`src/rtl/regfile_mp_sb_if.sv`:
```
// Register file bus: read ports, write ports, issue and scoreboard status.
// The pipeline drives the master side; the register file is the slave.
interface regfile_mp_sb_if #(
    parameter int XLEN = 32,
    parameter int AW   = 5
);
    logic [AW-1:0]   ra1;
    logic [AW-1:0]   ra2;
    logic [XLEN-1:0] rd1;
    logic [XLEN-1:0] rd2;
    logic            busy1;
    logic            busy2;
    logic            we0;
    logic [AW-1:0]   wa0;
    logic [XLEN-1:0] wd0;
    logic            we1;
    logic [AW-1:0]   wa1;
    logic [XLEN-1:0] wd1;
    logic            iss_valid;
    logic [AW-1:0]   iss_rd;
    logic [AW:0]     pend_cnt;

    modport master (
        output ra1, ra2,
        output we0, wa0, wd0,
        output we1, wa1, wd1,
        output iss_valid, iss_rd,
        input  rd1, rd2,
        input  busy1, busy2,
        input  pend_cnt
    );

    modport slave (
        input  ra1, ra2,
        input  we0, wa0, wd0,
        input  we1, wa1, wd1,
        input  iss_valid, iss_rd,
        output rd1, rd2,
        output busy1, busy2,
        output pend_cnt
    );
endinterface

```
`src/rtl/regfile_mp_sb.sv`:
```
// 2R/2W register file with pending-write scoreboard.
// Port 1 (load writeback) wins over port 0 on an address clash.
module regfile_mp_sb #(
    parameter int XLEN     = 32,
    parameter int N_REG    = 32,
    parameter int AW       = 5,
    parameter int ZERO_REG = 1,
    parameter int BYPASS   = 1
) (
    input logic           clk,
    input logic           reset,
    regfile_mp_sb_if.slave bus
);
    localparam logic [AW:0] NR = (AW+1)'(N_REG);

    // An address is usable if in range and not the hardwired zero reg.
    function automatic logic ok(input logic [AW-1:0] a);
        logic z;
        z = (ZERO_REG != 0) && (a == '0);
        return ({1'b0, a} < NR) && !z;
    endfunction

    logic [XLEN-1:0] regs [N_REG];
    logic [N_REG-1:0] pend;
    logic [N_REG-1:0] pend_n;
    logic [AW:0]      cnt_q;
    logic [AW:0]      cnt_n;

    logic             wv0;
    logic             wv1;
    logic             iv;
    logic [AW-1:0]    ra [2];
    logic [XLEN-1:0]  rd [2];
    logic             bz [2];

    assign wv0 = bus.we0 & ok(bus.wa0);
    assign wv1 = bus.we1 & ok(bus.wa1);
    assign iv  = bus.iss_valid & ok(bus.iss_rd);

    assign ra[0] = bus.ra1;
    assign ra[1] = bus.ra2;

    assign bus.rd1      = rd[0];
    assign bus.rd2      = rd[1];
    assign bus.busy1    = bz[0];
    assign bus.busy2    = bz[1];
    assign bus.pend_cnt = cnt_q;

    // Read ports: stored value or same-cycle forward, busy masking.
    always_comb begin
        for (int p = 0; p < 2; p++) begin
            rd[p] = '0;
            bz[p] = 1'b0;
            if (!reset && ok(ra[p])) begin
                rd[p] = regs[ra[p]];
                bz[p] = pend[ra[p]];
                if (BYPASS != 0) begin
                    if (wv0 && bus.wa0 == ra[p])
                        rd[p] = bus.wd0;
                    if (wv1 && bus.wa1 == ra[p])
                        rd[p] = bus.wd1;
                    if (((wv0 && bus.wa0 == ra[p]) ||
                         (wv1 && bus.wa1 == ra[p])) &&
                        !(iv && bus.iss_rd == ra[p]))
                        bz[p] = 1'b0;
                end
            end
        end
    end

    // Scoreboard next state: issue sets, writeback clears, issue wins.
    always_comb begin
        pend_n = pend;
        cnt_n  = '0;
        for (int r = 0; r < N_REG; r++) begin
            if (iv && bus.iss_rd == AW'(r))
                pend_n[r] = 1'b1;
            else if ((wv0 && bus.wa0 == AW'(r)) ||
                     (wv1 && bus.wa1 == AW'(r)))
                pend_n[r] = 1'b0;
            cnt_n = cnt_n + (AW+1)'(pend_n[r]);
        end
    end

    // Register array write; port 1 overrides port 0 on the same address.
    always_ff @(posedge clk or posedge reset) begin
        if (reset) begin
            for (int r = 0; r < N_REG; r++)
                regs[r] <= '0;
        end else begin
            for (int r = 0; r < N_REG; r++) begin
                if (wv1 && bus.wa1 == AW'(r))
                    regs[r] <= bus.wd1;
                else if (wv0 && bus.wa0 == AW'(r))
                    regs[r] <= bus.wd0;
            end
        end
    end

    // Pending bits and their registered population count.
    always_ff @(posedge clk or posedge reset) begin
        if (reset) begin
            pend  <= '0;
            cnt_q <= '0;
        end else begin
            pend  <= pend_n;
            cnt_q <= cnt_n;
        end
    end
endmodule

```
`src/flat_wrapper.sv`:
```
// flat-port wrapper written by rule: the top's interface ports become plain ports
module regfile_mp_sb_flat 
#(
    parameter int XLEN     = 32,
    parameter int N_REG    = 32,
    parameter int AW       = 5,
    parameter int ZERO_REG = 1,
    parameter int BYPASS   = 1
)
  (clk, reset, bus_ra1, bus_ra2, bus_we0, bus_wa0, bus_wd0, bus_we1, bus_wa1, bus_wd1, bus_iss_valid, bus_iss_rd, bus_rd1, bus_rd2, bus_busy1, bus_busy2, bus_pend_cnt);
  regfile_mp_sb_if #(.XLEN(XLEN), .AW(AW)) bus_i ();
  input logic clk;
  input logic reset;
  input wire logic [$bits(bus_i.ra1)-1:0] bus_ra1;
  input wire logic [$bits(bus_i.ra2)-1:0] bus_ra2;
  input wire logic [$bits(bus_i.we0)-1:0] bus_we0;
  input wire logic [$bits(bus_i.wa0)-1:0] bus_wa0;
  input wire logic [$bits(bus_i.wd0)-1:0] bus_wd0;
  input wire logic [$bits(bus_i.we1)-1:0] bus_we1;
  input wire logic [$bits(bus_i.wa1)-1:0] bus_wa1;
  input wire logic [$bits(bus_i.wd1)-1:0] bus_wd1;
  input wire logic [$bits(bus_i.iss_valid)-1:0] bus_iss_valid;
  input wire logic [$bits(bus_i.iss_rd)-1:0] bus_iss_rd;
  output wire logic [$bits(bus_i.rd1)-1:0] bus_rd1;
  output wire logic [$bits(bus_i.rd2)-1:0] bus_rd2;
  output wire logic [$bits(bus_i.busy1)-1:0] bus_busy1;
  output wire logic [$bits(bus_i.busy2)-1:0] bus_busy2;
  output wire logic [$bits(bus_i.pend_cnt)-1:0] bus_pend_cnt;
  assign bus_i.ra1 = bus_ra1;
  assign bus_i.ra2 = bus_ra2;
  assign bus_i.we0 = bus_we0;
  assign bus_i.wa0 = bus_wa0;
  assign bus_i.wd0 = bus_wd0;
  assign bus_i.we1 = bus_we1;
  assign bus_i.wa1 = bus_wa1;
  assign bus_i.wd1 = bus_wd1;
  assign bus_i.iss_valid = bus_iss_valid;
  assign bus_i.iss_rd = bus_iss_rd;
  assign bus_rd1 = bus_i.rd1;
  assign bus_rd2 = bus_i.rd2;
  assign bus_busy1 = bus_i.busy1;
  assign bus_busy2 = bus_i.busy2;
  assign bus_pend_cnt = bus_i.pend_cnt;
  regfile_mp_sb #(.XLEN(XLEN), .N_REG(N_REG), .AW(AW), .ZERO_REG(ZERO_REG), .BYPASS(BYPASS)) u_core (.clk(clk), .reset(reset), .bus(bus_i));
endmodule
```
`config.mk`:
```
export PLATFORM = sky130hd
export DESIGN_NAME = regfile_mp_sb_flat
export DESIGN_NICKNAME = d
export VERILOG_FILES = /design/src/rtl/regfile_mp_sb_if.sv /design/src/rtl/regfile_mp_sb.sv /design/src/flat_wrapper.sv
export SDC_FILE = /design/constraint.sdc
export NUM_CORES = 2
export LEC_CHECK = 0
export BUFFER_PORTS_ARGS = -buffer_cell sky130_fd_sc_hd__buf_2
export CAP_MARGIN = 10
export CORE_MARGIN = 1
export CORE_UTILIZATION = 42
export DETAILED_ROUTE_END_ITERATION = 12
export GPL_ROUTABILITY_DRIVEN = 0
export SETUP_SLACK_MARGIN = 0.05
export SLEW_MARGIN = 25
export SYNTH_ARGS = -nofsm -noshare
export SYNTH_HDL_FRONTEND = slang
export SYNTH_SLANG_ARGS = --single-unit
```
`constraint.sdc`:
```
create_clock -name clk -period 72.6 [get_ports clk]
set_clock_uncertainty 0.2 [all_clocks]
set_input_delay 7.26 -clock clk [delete_from_list [all_inputs] [get_ports clk]]
set_output_delay 7.26 -clock clk [all_outputs]
set_load 0.01 [all_outputs]
```
# [Word-level counts from Yosys, hierarchy flattened]
# Cells that the tools add are included.
[op_classes] n_addsub=31 n_lt_le_gt_ge=4 n_eq_ne=99 mux=148 bitwise_logic=5 reduce_logical=185
[op_table] operator="32-bit 2-to-1 mux" n=74
[op_table] operator="32-bit binary-select mux with 5-bit select" n=2
[op_table] operator="5-bit equality test, second input constant" n=48
[op_table] operator="6-bit by 1-bit adder with 6-bit output" n=30
[op_table] operator="5-bit by 4-bit equality test with 1-bit output, second input constant" n=24
[op_table] operator="1-bit logical AND" n=106
[op_table] operator="1-bit 2-to-1 mux" n=70
[op_table] operator="2-bit nonzero test" n=32
[op_table] operator="5-bit by 3-bit equality test with 1-bit output, second input constant" n=12
[op_table] operator="1-bit logical OR" n=34
[op_table] operator="5-bit by 2-bit equality test with 1-bit output, second input constant" n=6
[op_table] operator="5-bit equality test" n=6
[op_table] operator="5-bit zero test" n=5
[op_table] operator="5-bit by 1-bit equality test with 1-bit output, second input constant" n=3
[op_table] operator="6-bit greater-or-equal comparator, second input constant" n=2
[op_table] operator="5-bit by 6-bit less-than comparator with 1-bit output, second input constant" n=2
[op_table] operator="5-bit NOT with 6-bit output" n=2
[op_table] operator="1-bit binary-select mux with 5-bit select" n=2
[op_table] operator="1-bit zero test" n=8
[op_table] operator="1-bit AND" n=3
[op_table] operator="1-bit by 1-bit adder with 2-bit output" n=1
[totals] register_bits=1062 input_bits=94 output_inout_bits=72 elab_cells=506

# [Longest topological paths before layout]
[logic_depth] ltp_word=38 depth_mapped=26 depth_no_buf=23

# [Least setup slack after synthesis]
# No wires, ideal clock.
[synth_timing] kind="input to output" startpoint="input port reset" endpoint="output port bus_rd2[0]" arrival_ps=32664 required_ps=65140 path_slack_ps=32476 path_stages=6 n_path_buf=2 path_cell_list="inv_1 -> o31ai_2 -> or3_1 -> clkbuf_2 -> clkbuf_1 -> o221ai_1"
[synth_between] elab_chain_len=3
[synth_lines] item="from (decl)" line_no="flat_wrapper.sv:13" rtl="input logic reset;"
[synth_lines] item="1-bit zero test" line_no="regfile_mp_sb.sv:54" rtl="if (!reset && ok(ra[p])) begin"
[synth_lines] item="1-bit logical AND" line_no="regfile_mp_sb.sv:54"
[synth_lines] item="32-bit 2-to-1 mux" line_no="regfile_mp_sb.sv:54"
[synth_lines] item="to (decl)" line_no="flat_wrapper.sv:25" rtl="output wire logic [$bits(bus_i.rd2)-1:0] bus_rd2;"
# Every way passes these cells.

# [Final worst setup path]
[layout_timing] startpoint="input port bus_ra2[2]" endpoint="output port bus_rd2[15]"
[layout_between] elab_chain_len=7 word_cells_on_any_way=14 cone_classes="eq/ne: 2; mux: 6; bitwise: 1; reduce/logical: 5"
[layout_lines] item="from (decl)" line_no="flat_wrapper.sv:15" rtl="input wire logic [$bits(bus_i.ra2)-1:0] bus_ra2;"
[layout_lines] item="5-bit NOT with 6-bit output (not written as such)" line_no="regfile_mp_sb.sv:55" rtl="rd[p] = regs[ra[p]];"
[layout_lines] item="32-bit binary-select mux with 5-bit select" line_no="regfile_mp_sb.sv:55"
[layout_lines] item="32-bit 2-to-1 mux (not written as such) (2 in a row)" line_no="regfile_mp_sb.sv:55"
[layout_lines] item="32-bit 2-to-1 mux" line_no="regfile_mp_sb.sv:58" rtl="if (wv0 && bus.wa0 == ra[p])"
[layout_lines] item="32-bit 2-to-1 mux" line_no="regfile_mp_sb.sv:60" rtl="if (wv1 && bus.wa1 == ra[p])"
[layout_lines] item="32-bit 2-to-1 mux (*)" line_no="regfile_mp_sb.sv:54"
# Mark *: on every way between the ends. The rest lies on a longest branch, timed or not. The select of a mux whose other input is x is not followed.

==> reports/metrics.yaml <==
outcome:
  status: "completed"
yosys:
  synth_top_area_share: 0.394
  syn_inst: 7386
  syn_avg_cell_area_um2: 9.14
  synth_seq_cells: 1062
  yosysWarnings: 0
  synth_edf_count: 0
  netlist_area_um2: 67500
  synth_nets: 7512
  synth-async-reset-ratio: 1.00
  synth_common_cells: "a21oi_1, nor2_1, dfrtp_1"
  synth.most_common_cell: "a21oi_1"
  synth_cell_types: 71
  yosysTopAreaCell: "dfrtp_1"
  synthFlopType: "dfrtp_1"
  synth.area.top_cells: "dfrtp_1, mux4_2, a21oi_1, mux2i_1, nor2_1"
  synth-seq-area-share: 0.394
clock_network:
  cts_buffers: 119
  cts_tree: "done"
  insertion_delay_ns: 0.78
  holdBufCountCts: 0
  postCtsSetupBuffers: 0
  cts-root-buf: "clkbuf_16"
  htreeDepth: 3
  cts.sinks: 1062
  cts_buffer_depth: 3
  ctsResizeCount: 0
  clk_pin_slew_worst_paths_ns: 0.06
grt:
  grt_usage: 0.381
  grt_max_degree: 140
  grt_pass1_wl_um: 441000
  antenna_found_initial: 54
  grt_remaining_overflow: 0
  grt_pass1_vias: 57700
layout:
  drive_above_1_share: 0.171
  syn_to_final_growth_pct: 8.86
  final_area_um2: 73500
  fillCellCount: 14900
  final_util: 0.462
  num-nets-final: 7058
sta:
  setup_viol: 0
  fin_ws_ns: 52.68
  tightest_slew_ns: 1.23
  rsz0062_at_grt: "false"
  min_period_over_period: 0.274
  finalCriticalPeriod_ns: 19.92
  relSlewSlack: 0.179
  fmax_mhz: 50.2
  drv_slew: 0
  final.setup.tns_ns: 0
  fin_hold_ws_ns: 0.200
  hold_violations: 0
route:
  vias_per_cell: 6.90
  via_count: 62900
  firstDrtPassIters: 7
  post_drt_wl_per_cell_um: 34.7
  drt_iter0_drc: 10900
  ant_nets: 0
  drc: 0
  totalWireLength_um: 316000
floorplanning:
  die_w_um: 403
  start_util: 0.425
  fp.dieArea_um2: 162000
  rows: 146
  die_h_um: 403
  num_io_pins: 166
  fp.coreArea_um2: 159000
worst_setup_path:
  startpoint: "bus_ra2[2]"
  cp.required_ns: 65.14
  critPathLaunchType: "primary input"
  max_stage_delay_ns: 0.75
  cp.arrival_ns: 12.46
  path_common_cell: "buf_4"
  critical_path_class: "in -> out"
  reg2reg_from: "u_core.pend[1]"
  end_kind: "primary output"
  path_cells: "buf_8 -> buf_4 -> buf_4 -> buf_4 -> mux4_2 -> a22o_1 -> nor4_1 -> o221ai_1 -> buf_2"
  crit_slowest_cell: "buf_4"
  cp_max_fo: 87
pwr:
  p_per_area_nw_per_um2: 30.6
  netSwitchingPower_w: 0.000790
  power.switching_fraction: 0.351
  power_frac_clock: 0.289
  power_frac_seq: 0.393
  p_leak_nw: 32.4
  p_int_w: 0.00146
  peakVddDrop_uv: 28.7
  comb_power_share: 0.318
placed_design:
  dp_hpwl_um: 181000
  dpl_worst_slack_ns: 53.03
  place_area_um2: 69200
  port_buffers: 165
hold_path:
  worstHoldPathType: "reg -> reg"
  hp-start: "u_core.regs[992]"
job:
  cap_violations: 0
==> power by group through the flow <==
stage          clock network, W  logic (W)  registers (W)
4_1_cts                0.000650   0.000700       0.000874
2_1_floorplan                 0   0.000509       0.000838
6_report               0.000651   0.000715       0.000883
3_3_place_gp                  0   0.000681       0.000876
5_1_grt                0.000672   0.000773       0.000896
3_5_place_dp                  0   0.000695       0.000883
==> worst max-delay path: cells and delay by family <==
family / cells / cell delay, ns
buffers and inverters: 5 / 2.94
AO/OA/AOI/OAI: 2 / 0.78
multiplexers: 1 / 0.60
AND/OR/NAND/NOR: 1 / 0.60
==> per-layer routing <==
metal / vias to the layer above / GRT usage / share of wire
li1: 25400 / - / -
met1: 30700 / 0.494 / 0.36
met2: 5442 / 0.509 / 0.39
met3: 1339 / 0.183 / 0.17
met4: 58 / 0.225 / 0.071
met5: - / 0.000892 / 0.0012
==> placed cells by master (no fill, tap or decap), types with 10 or more instances in the layout <==
master / synthesis / routed
nand2_1: 473 / 450
clkbuf_16: 0 / 122
mux4_2: 363 / 363
nand3_1: 16 / 10
mux2_2: 220 / 220
buf_6: 7 / 13
a32o_1: 10 / 10
nand2_4: 0 / 20
clkbuf_8: 0 / 31
o32ai_1: 15 / 12
o22a_1: 13 / 13
buf_2: 143 / 159
clkinv_2: 0 / 21
buf_4: 41 / 127
o22ai_1: 116 / 113
xnor2_1: 25 / 25
fa_1: 24 / 24
dfrtp_1: 1062 / 1062
o21ai_0: 404 / 403
nor2b_1: 48 / 41
a211o_1: 13 / 13
nor2_1: 1278 / 1267
nor2_4: 0 / 12
a31oi_1: 17 / 16
a211oi_1: 52 / 52
a32oi_1: 11 / 11
diode_2: 0 / 19
clkbuf_1: 630 / 27
nor4_1: 38 / 35
bufinv_16: 0 / 12
mux2i_1: 490 / 490
a21oi_1: 1305 / 1299
inv_1: 86 / 85
o221ai_1: 62 / 62
a22o_1: 82 / 82
a22oi_1: 15 / 15
nor3_1: 125 / 121
==> final timing paths <==
check,to,slack (ns),cells past startpoint
setup reg to reg,u_core.bus.pend_cnt[4],66.84,19
max in group asynchronous,u_core.regs[537],62.56,5
hold / removal,u_core.regs[992],0.20,0
setup / recovery,bus_rd2[15],52.68,9
hold reg to reg,u_core.regs[992],0.20,0
min in group asynchronous,u_core.regs[639],6.59,2
==> cells by family after synthesis <==
kind of cell / after synthesis / synth area share
compound gates: 2157 / 0.179
xor+xnor: 33 / 0.00428
mux: 1073 / 0.231
buf+inv: 979 / 0.0602
flops: 1062 / 0.394
simple gates: 2050 / 0.123
fa+ha+maj: 32 / 0.00860
==> cell type report <==
type / instances / area, um2 / share of cell area
antenna: 19 / 47.5 / 0.000647
clock buffer: 179 / 3570 / 0.0486
clock inverter: 39 / 524 / 0.00714
inverter: 86 / 330 / 0.00450
multi-input combinational: 5345 / 37500 / 0.511
sequential: 1062 / 26600 / 0.362
tap: 2072 / 2590 / 0.0353
timing repair buffer: 318 / 2290 / 0.0311
==> registers in the layout, indices dropped and copies added (netlist names) <==
| signal | cells |
|---|---|
| u_core.pend | 32 |
| u_core.regs | 1024 |
| u_core.bus.pend_cnt | 6 |
==> per-stage QoR <==
stage	total power (W)	cells
final	0.00225	9120
after global routing	0.00234	9106
after CTS	0.00222	9097
after detailed placement	0.00158	8879
after global placement	0.00156	8874
after floorplan	0.00135	7386
No activity file was read; power rests on OpenSTA's default activity.
